File: config.mk
export PLATFORM = sky130hd
export DESIGN_NAME = uart_loop_ctrl
export DESIGN_NICKNAME = d
export VERILOG_FILES = /design/src/rtl/uart_pkg.sv /design/src/rtl/uart_byte_fifo.sv /design/src/rtl/uart_loop_ctrl.sv
export SDC_FILE = /design/constraint.sdc
export NUM_CORES = 1
export LEC_CHECK = 0
export CAP_MARGIN = 20
export CELL_PAD_IN_SITES_DETAIL_PLACEMENT = 1
export CELL_PAD_IN_SITES_GLOBAL_PLACEMENT = 1
export CORE_ASPECT_RATIO = 1.5
export CORE_MARGIN = 4
export CORE_UTILIZATION = 45
export CTS_CLUSTER_DIAMETER = 150
export DETAILED_ROUTE_END_ITERATION = 12
export PLACE_DENSITY_LB_ADDON = 0.1
export SETUP_SLACK_MARGIN = 0.05
export SYNTH_ARGS = -nofsm -noshare
export SYNTH_HDL_FRONTEND = slang
export SYNTH_SLANG_ARGS = --single-unit
File: constraint.sdc
create_clock -name i_Clock -period 6.2 [get_ports i_Clock]
set_input_delay 1.24 -clock i_Clock [delete_from_list [all_inputs] [get_ports i_Clock]]
set_output_delay 1.24 -clock i_Clock [all_outputs]
set_load 0.01 [all_outputs]
File: src/rtl/uart_pkg.sv
// uart_pkg: shared FSM states, clocks-per-bit width and baud defaults for the UART echo loop
package uart_pkg;
  localparam int CPB_W = 16;
  localparam logic [CPB_W-1:0] CPB_DEF0 = 16'd434;
  localparam logic [CPB_W-1:0] CPB_DEF1 = 16'd217;
  localparam logic [CPB_W-1:0] CPB_DEF2 = 16'd108;
  localparam logic [CPB_W-1:0] CPB_DEF3 = 16'd868;
  typedef enum logic [2:0] {
    S_IDLE      = 3'd0,
    S_START     = 3'd1,
    S_WAIT_ACT  = 3'd2,
    S_WAIT_DONE = 3'd3,
    S_GAP       = 3'd4
  } state_t;
  function automatic logic [CPB_W-1:0] cpb_pick(
    input logic [1:0]       sel,
    input logic [CPB_W-1:0] c0,
    input logic [CPB_W-1:0] c1,
    input logic [CPB_W-1:0] c2,
    input logic [CPB_W-1:0] c3
  );
    return sel == 2'd0 ? c0 : sel == 2'd1 ? c1 : sel == 2'd2 ? c2 : c3;
  endfunction
endpackage

File: src/rtl/uart_byte_fifo.sv
// uart_byte_fifo: DEPTH x 8 synchronous FIFO with occupancy count
// Ports: i_Clock/i_Reset (async, active-high); i_Push/i_Data write side;
//  i_Pop read side with o_Data showing the head; o_Count/o_Full/o_Empty status.
//  A push while full is accepted only when a pop happens in the same cycle.
module uart_byte_fifo #(
  parameter int unsigned DEPTH = 16
) (
  input  logic                     i_Clock,
  input  logic                     i_Reset,
  input  logic                     i_Push,
  input  logic [7:0]               i_Data,
  input  logic                     i_Pop,
  output logic [7:0]               o_Data,
  output logic [$clog2(DEPTH):0]   o_Count,
  output logic                     o_Full,
  output logic                     o_Empty
);
  localparam int AW = $clog2(DEPTH);
  logic [7:0]    mem_q [DEPTH];
  logic [7:0]    mem_d [DEPTH];
  logic [AW-1:0] wr_q, wr_d, rd_q, rd_d;
  logic [AW:0]   cnt_q, cnt_d;
  logic          push_ok, pop_ok;
  assign o_Full  = cnt_q == (AW+1)'(DEPTH);
  assign o_Empty = cnt_q == '0;
  assign o_Data  = mem_q[rd_q];
  assign o_Count = cnt_q;
  always_comb begin
    pop_ok  = i_Pop && !o_Empty;
    push_ok = i_Push && (!o_Full || pop_ok);
    mem_d   = mem_q;
    if (push_ok) mem_d[wr_q] = i_Data;
    wr_d    = wr_q + AW'(push_ok);
    rd_d    = rd_q + AW'(pop_ok);
    cnt_d   = cnt_q + (AW+1)'(push_ok) - (AW+1)'(pop_ok);
  end
  always_ff @(posedge i_Clock or posedge i_Reset) begin
    if (i_Reset) begin
      mem_q <= '{default: '0};
      wr_q  <= '0;
      rd_q  <= '0;
      cnt_q <= '0;
    end else begin
      mem_q <= mem_d;
      wr_q  <= wr_d;
      rd_q  <= rd_d;
      cnt_q <= cnt_d;
    end
  end
endmodule

File: src/rtl/uart_loop_ctrl.sv
// uart_loop_ctrl: sequences the RX->TX echo loop through a byte FIFO and owns the shared baud divisor
// Ports: i_Clock/i_Reset (async, active-high); i_Rx_DV/i_Rx_Byte from uart_rx;
//  i_Tx_Active/i_Tx_Done from uart_tx; i_Baud_Sel requested baud; i_Clear_Err clears sticky flags;
//  o_Clocks_per_Bit to both UARTs; o_Tx_DV/o_Tx_Byte to uart_tx;
//  o_Overflow/o_Tx_Fault sticky errors; o_Fifo_Count occupancy.
module uart_loop_ctrl
  import uart_pkg::*;
#(
  parameter int unsigned      DEPTH    = 16,
  parameter logic [CPB_W-1:0] CPB0     = CPB_DEF0,
  parameter logic [CPB_W-1:0] CPB1     = CPB_DEF1,
  parameter logic [CPB_W-1:0] CPB2     = CPB_DEF2,
  parameter logic [CPB_W-1:0] CPB3     = CPB_DEF3,
  parameter int unsigned      GAP_CLKS = 16,
  parameter int unsigned      TIMEOUT  = 4096
) (
  input  logic                   i_Clock,
  input  logic                   i_Reset,
  input  logic                   i_Rx_DV,
  input  logic [7:0]             i_Rx_Byte,
  input  logic                   i_Tx_Active,
  input  logic                   i_Tx_Done,
  input  logic [1:0]             i_Baud_Sel,
  input  logic                   i_Clear_Err,
  output logic [CPB_W-1:0]       o_Clocks_per_Bit,
  output logic                   o_Tx_DV,
  output logic [7:0]             o_Tx_Byte,
  output logic                   o_Overflow,
  output logic                   o_Tx_Fault,
  output logic [$clog2(DEPTH):0] o_Fifo_Count
);
  localparam int TW = $clog2(TIMEOUT + GAP_CLKS) + 1;
  state_t            state_q, state_d;
  logic [TW-1:0]     timer_q, timer_d;
  logic [1:0]        baud_q, baud_d;
  logic [CPB_W-1:0]  cpb_q, cpb_d;
  logic              tx_dv_q, tx_dv_d;
  logic [7:0]        tx_byte_q, tx_byte_d;
  logic              ovf_q, ovf_d, fault_q, fault_d;
  logic              pop, fault_now, full, empty;
  logic [7:0]        head;
  uart_byte_fifo #(.DEPTH(DEPTH)) u_fifo (
    .i_Clock (i_Clock),
    .i_Reset (i_Reset),
    .i_Push  (i_Rx_DV),
    .i_Data  (i_Rx_Byte),
    .i_Pop   (pop),
    .o_Data  (head),
    .o_Count (o_Fifo_Count),
    .o_Full  (full),
    .o_Empty (empty)
  );
  always_comb begin
    state_d   = state_q;
    timer_d   = timer_q;
    baud_d    = baud_q;
    cpb_d     = cpb_q;
    tx_byte_d = tx_byte_q;
    pop       = 1'b0;
    fault_now = 1'b0;
    case (state_q)
      S_IDLE: begin
        if (!empty) begin
          pop       = 1'b1;
          tx_byte_d = head;
          state_d   = S_START;
        end else if (i_Baud_Sel != baud_q && !i_Tx_Active) begin
          baud_d = i_Baud_Sel;
          cpb_d  = cpb_pick(i_Baud_Sel, CPB0, CPB1, CPB2, CPB3);
        end
      end
      S_START: begin
        timer_d = '0;
        state_d = S_WAIT_ACT;
      end
      S_WAIT_ACT: begin
        if (i_Tx_Active) begin
          state_d = S_WAIT_DONE;
        end else if (timer_q == TW'(TIMEOUT - 1)) begin
          fault_now = 1'b1;
          timer_d   = '0;
          state_d   = S_GAP;
        end else begin
          timer_d = timer_q + 1'b1;
        end
      end
      S_WAIT_DONE: begin
        if (i_Tx_Done) begin
          timer_d = '0;
          state_d = S_GAP;
        end
      end
      S_GAP: begin
        if (timer_q == TW'(GAP_CLKS - 1)) state_d = S_IDLE;
        else timer_d = timer_q + 1'b1;
      end
      default: state_d = S_IDLE;
    endcase
    tx_dv_d = state_d == S_START;
    // a new error in the same cycle as a clear keeps the flag set
    ovf_d   = (i_Rx_DV && full && !pop) || (ovf_q && !i_Clear_Err);
    fault_d = fault_now || (fault_q && !i_Clear_Err);
  end
  always_ff @(posedge i_Clock or posedge i_Reset) begin
    if (i_Reset) begin
      state_q   <= S_IDLE;
      timer_q   <= '0;
      baud_q    <= 2'd0;
      cpb_q     <= CPB0;
      tx_dv_q   <= 1'b0;
      tx_byte_q <= 8'd0;
      ovf_q     <= 1'b0;
      fault_q   <= 1'b0;
    end else begin
      state_q   <= state_d;
      timer_q   <= timer_d;
      baud_q    <= baud_d;
      cpb_q     <= cpb_d;
      tx_dv_q   <= tx_dv_d;
      tx_byte_q <= tx_byte_d;
      ovf_q     <= ovf_d;
      fault_q   <= fault_d;
    end
  end
  assign o_Clocks_per_Bit = cpb_q;
  assign o_Tx_DV          = tx_dv_q;
  assign o_Tx_Byte        = tx_byte_q;
  assign o_Overflow       = ovf_q;
  assign o_Tx_Fault       = fault_q;
endmodule

==> qor.csv <==
metric;value;unit
status;finished clean;
io_pins;48;
clkTransAtPathRegs;0.07;ns
clock_sink_count;180;
crit_required;6.54;ns
wl_per_cell;22.0;um
dieArea;20900;um2
initialDrtViolationCount;242;
cts_buffer_depth;2;
synthMuxAreaShare;0.287;
yosys.area_share.simple;0.0647;
sequentialPowerShare;0.407;
tightest_slew;0.927;ns
gp_congestion;0.802;
antenna_found_initial;0;
synth_seq_area_share;0.540;
drv_slew;0;
worst-r2r-cell-count;15;
synth_compound_gate_area_share;0.0322;
place.port_buffers;41;
die_y;175;um
insertion_delay;0.43;ns
setup_viol;0;
cts_inserted_buffers;17;
post_cts_buffers;0;
vias;4974;
path_buf_inv;5;
synthesis.area;8350;um2
r2r_end;u_fifo.o_Count[4];
timing.rr.start;u_fifo.o_Count[3];
yosys_most_used_dff;dfrtp_1;
mostFrequentLayoutCells;dfrtp_1, mux2_2, clkdlybuf4s50_1, mux4_2, nor2_1;
critPathCaptureType;flip-flop;
max_freq;288;MHz
crit_slowest_cell;nand2b_1;
synth-async-reset-ratio;1.00;
fin_crit_sh;0.560;
drt-pass1-iter-count;4;
hpwl;12600;um
yosysWarnings;0;
rsz0062_at_grt;false;
cp-start-kind;flip-flop;
p_total;4.99;mW
overflow;0;
crit_family;simple AND/OR/NAND/NOR gates;
yosys.area_share.adder;0.0249;
finalInstanceArea;9540;um2
grt_max_degree;98;
seq_area;4510;um2
rrSetupSlack;2.73;ns
arrival;3.81;ns
setup_tns;0;ns
crit_path_start;u_fifo.o_Count[3];
critPathKind;reg2reg;
area_growth;14.2;%
clockPowerShare;0.216;
cts_resized;0;
fin_crit;3.47;ns
timing.hold.ws;0.471;ns
maxCapViolCount;0;
p_int;3.38;mW
initial_core_util;0.462;
drtAntennaViolNets;0;
multi_input_area;3600;um2
fillers;1764;
avgSynthCellArea;14.0;um2
p_per_area;523;nW/um2
p_leak;4.21;nW
cpMostUsedCell;inv_1;
die_x;119;um
grt_usage;0.198;
crit_fanout;11;
p_comb_frac;0.377;
via_per_inst;5.58;
synthDistinctLibCells;49;
clock_skew;0.0103;ns
num_antenna_cells;0;
drive_gt1_frac;0.326;
ctsHoldBuffers;0;
min_path_type;reg2reg;
p_sw_frac;0.322;
clockRootBuffer;clkbuf_16;
synth_edf_count;0;
dpl-instance-area;8960;um2
syn_inst;597;
p_sw;1.61;mW
hold_viol;0;
final_common_cell;dfrtp_1;
synth-seq-cells;180;
synth_top_family_by_area;multiplexers;
first_global_vias;5552;
endpoint;u_fifo.o_Count[4];
nNetsFinal;663;
slowest_delay;0.56;ns
crit_chain;inv_1, ha_1, or4b_1, nand2b_1, inv_1, ha_1, inv_1, ha_1, inv_1, fa_1, inv_1, a21oi_1, nor2_1, nor2_1, xnor2_1;
grt_pass1_wl;31600;um
wirelength;19600;um
core_area;18100;um2
synth_xor_xnor_area_share;0.0199;
placementRows;60;
drc_errors;0;
htree_levels;4;
ir_worst_vdd;0.000219;V
cp.depth;15;
max_slew_margin;0.380;
tritoncts;done;
## Yosys cell counts (all sizes together) (2+ instances only)
cell / instances / area, um2
dfrtp: 176 / 4400
mux2: 139 / 1570
mux4: 33 / 743
nor2: 24 / 90.1
inv: 22 / 82.6
nand2: 22 / 90.1
buf: 18 / 109
clkbuf: 18 / 67.6
o21ai: 17 / 85.1
ha: 15 / 188
nand3: 12 / 77.6
xor2: 11 / 96.3
a21oi: 9 / 45.0
mux2i: 9 / 90.1
nand4: 8 / 50.1
xnor2: 8 / 70.1
a22oi: 7 / 52.6
nand3b: 5 / 37.5
and3: 4 / 25.0
dfstp: 4 / 105
nor2b: 4 / 25.0
nor3: 4 / 25.0
a21o: 3 / 22.5
nor3b: 3 / 27.5
nor4: 3 / 18.8
a211oi: 2 / 15.0
nand2b: 2 / 12.5
or3: 2 / 12.5
## flip-flops by register name, summed over array words and instances (netlist names)
name	flops
baud_q	2
o_Tx_DV	1
o_Tx_Fault	1
u_fifo.o_Count	5
u_fifo.wr_q	4
timer_q	14
u_fifo.rd_q	4
state_q	3
o_Tx_Byte	8
u_fifo.mem_q	128
o_Overflow	1
o_Clocks_per_Bit	9
## metal layers
metal | GRT usage | vias up | share of wire
li1 | - | 2214 | -
met1 | 0.247 | 2658 | 0.42
met2 | 0.349 | 82 | 0.54
met3 | 0.0350 | 20 | 0.028
met4 | 0.0594 | 0 | 0.017
met5 | 0 | - | 0
## logic make-up (layout without fill, tap and decap cells)
logic type / Yosys count / count (layout)
other cells: 1 / 6
buf+inv: 58 / 100
compound gates: 44 / 44
fa+ha+maj: 16 / 16
xor+xnor: 19 / 19
simple gates: 98 / 98
mux: 181 / 181
flops: 180 / 180
## layout make-up
cell class,count,area share
sequential,180,0.473
multi-input combinational,364,0.378
timing repair buffer,46,0.0470
clock buffer,21,0.0462
tap,248,0.0325
clock inverter,11,0.0146
inverter,22,0.00918
## metrics by stage
stage          utilization  setup WS, ns  std cells
6_report             0.527          2.73        892
5_1_grt              0.527          2.47        892
4_1_cts              0.527          2.69        892
3_5_place_dp         0.495          2.71        860
3_3_place_gp         0.495          2.74        860
2_1_floorplan            -        0.0797        602
## worst min-delay path, cell delays in order (launching register included)
cell and delay, ns:
dfstp_2 0.38, inv_1 0.04, a21oi_1 0.05
## power groups by stage
stage	sequential [mW]	combinational, mW	clock, mW
2_1_floorplan	1.94	1.42	0
3_3_place_gp	2.00	1.82	0
3_5_place_dp	2.04	1.90	0
4_1_cts	2.03	1.92	1.11
5_1_grt	2.09	2.06	1.16
6_report	2.03	1.88	1.08
## worst min-delay path by stage
stage,from,to,slack (ns),cells after the start
6_report,o_Clocks_per_Bit[7],o_Clocks_per_Bit[7],0.47,2
3_5_place_dp,o_Clocks_per_Bit[7],o_Clocks_per_Bit[7],0.47,2
3_3_place_gp,o_Clocks_per_Bit[7],o_Clocks_per_Bit[7],0.46,2
4_1_cts,o_Clocks_per_Bit[7],o_Clocks_per_Bit[7],0.48,2
2_1_floorplan,u_fifo.mem_q[33],u_fifo.mem_q[33],0.46,1
5_1_grt,u_fifo.mem_q[37],u_fifo.mem_q[37],0.50,1
(Power assumes the default switching activity.)
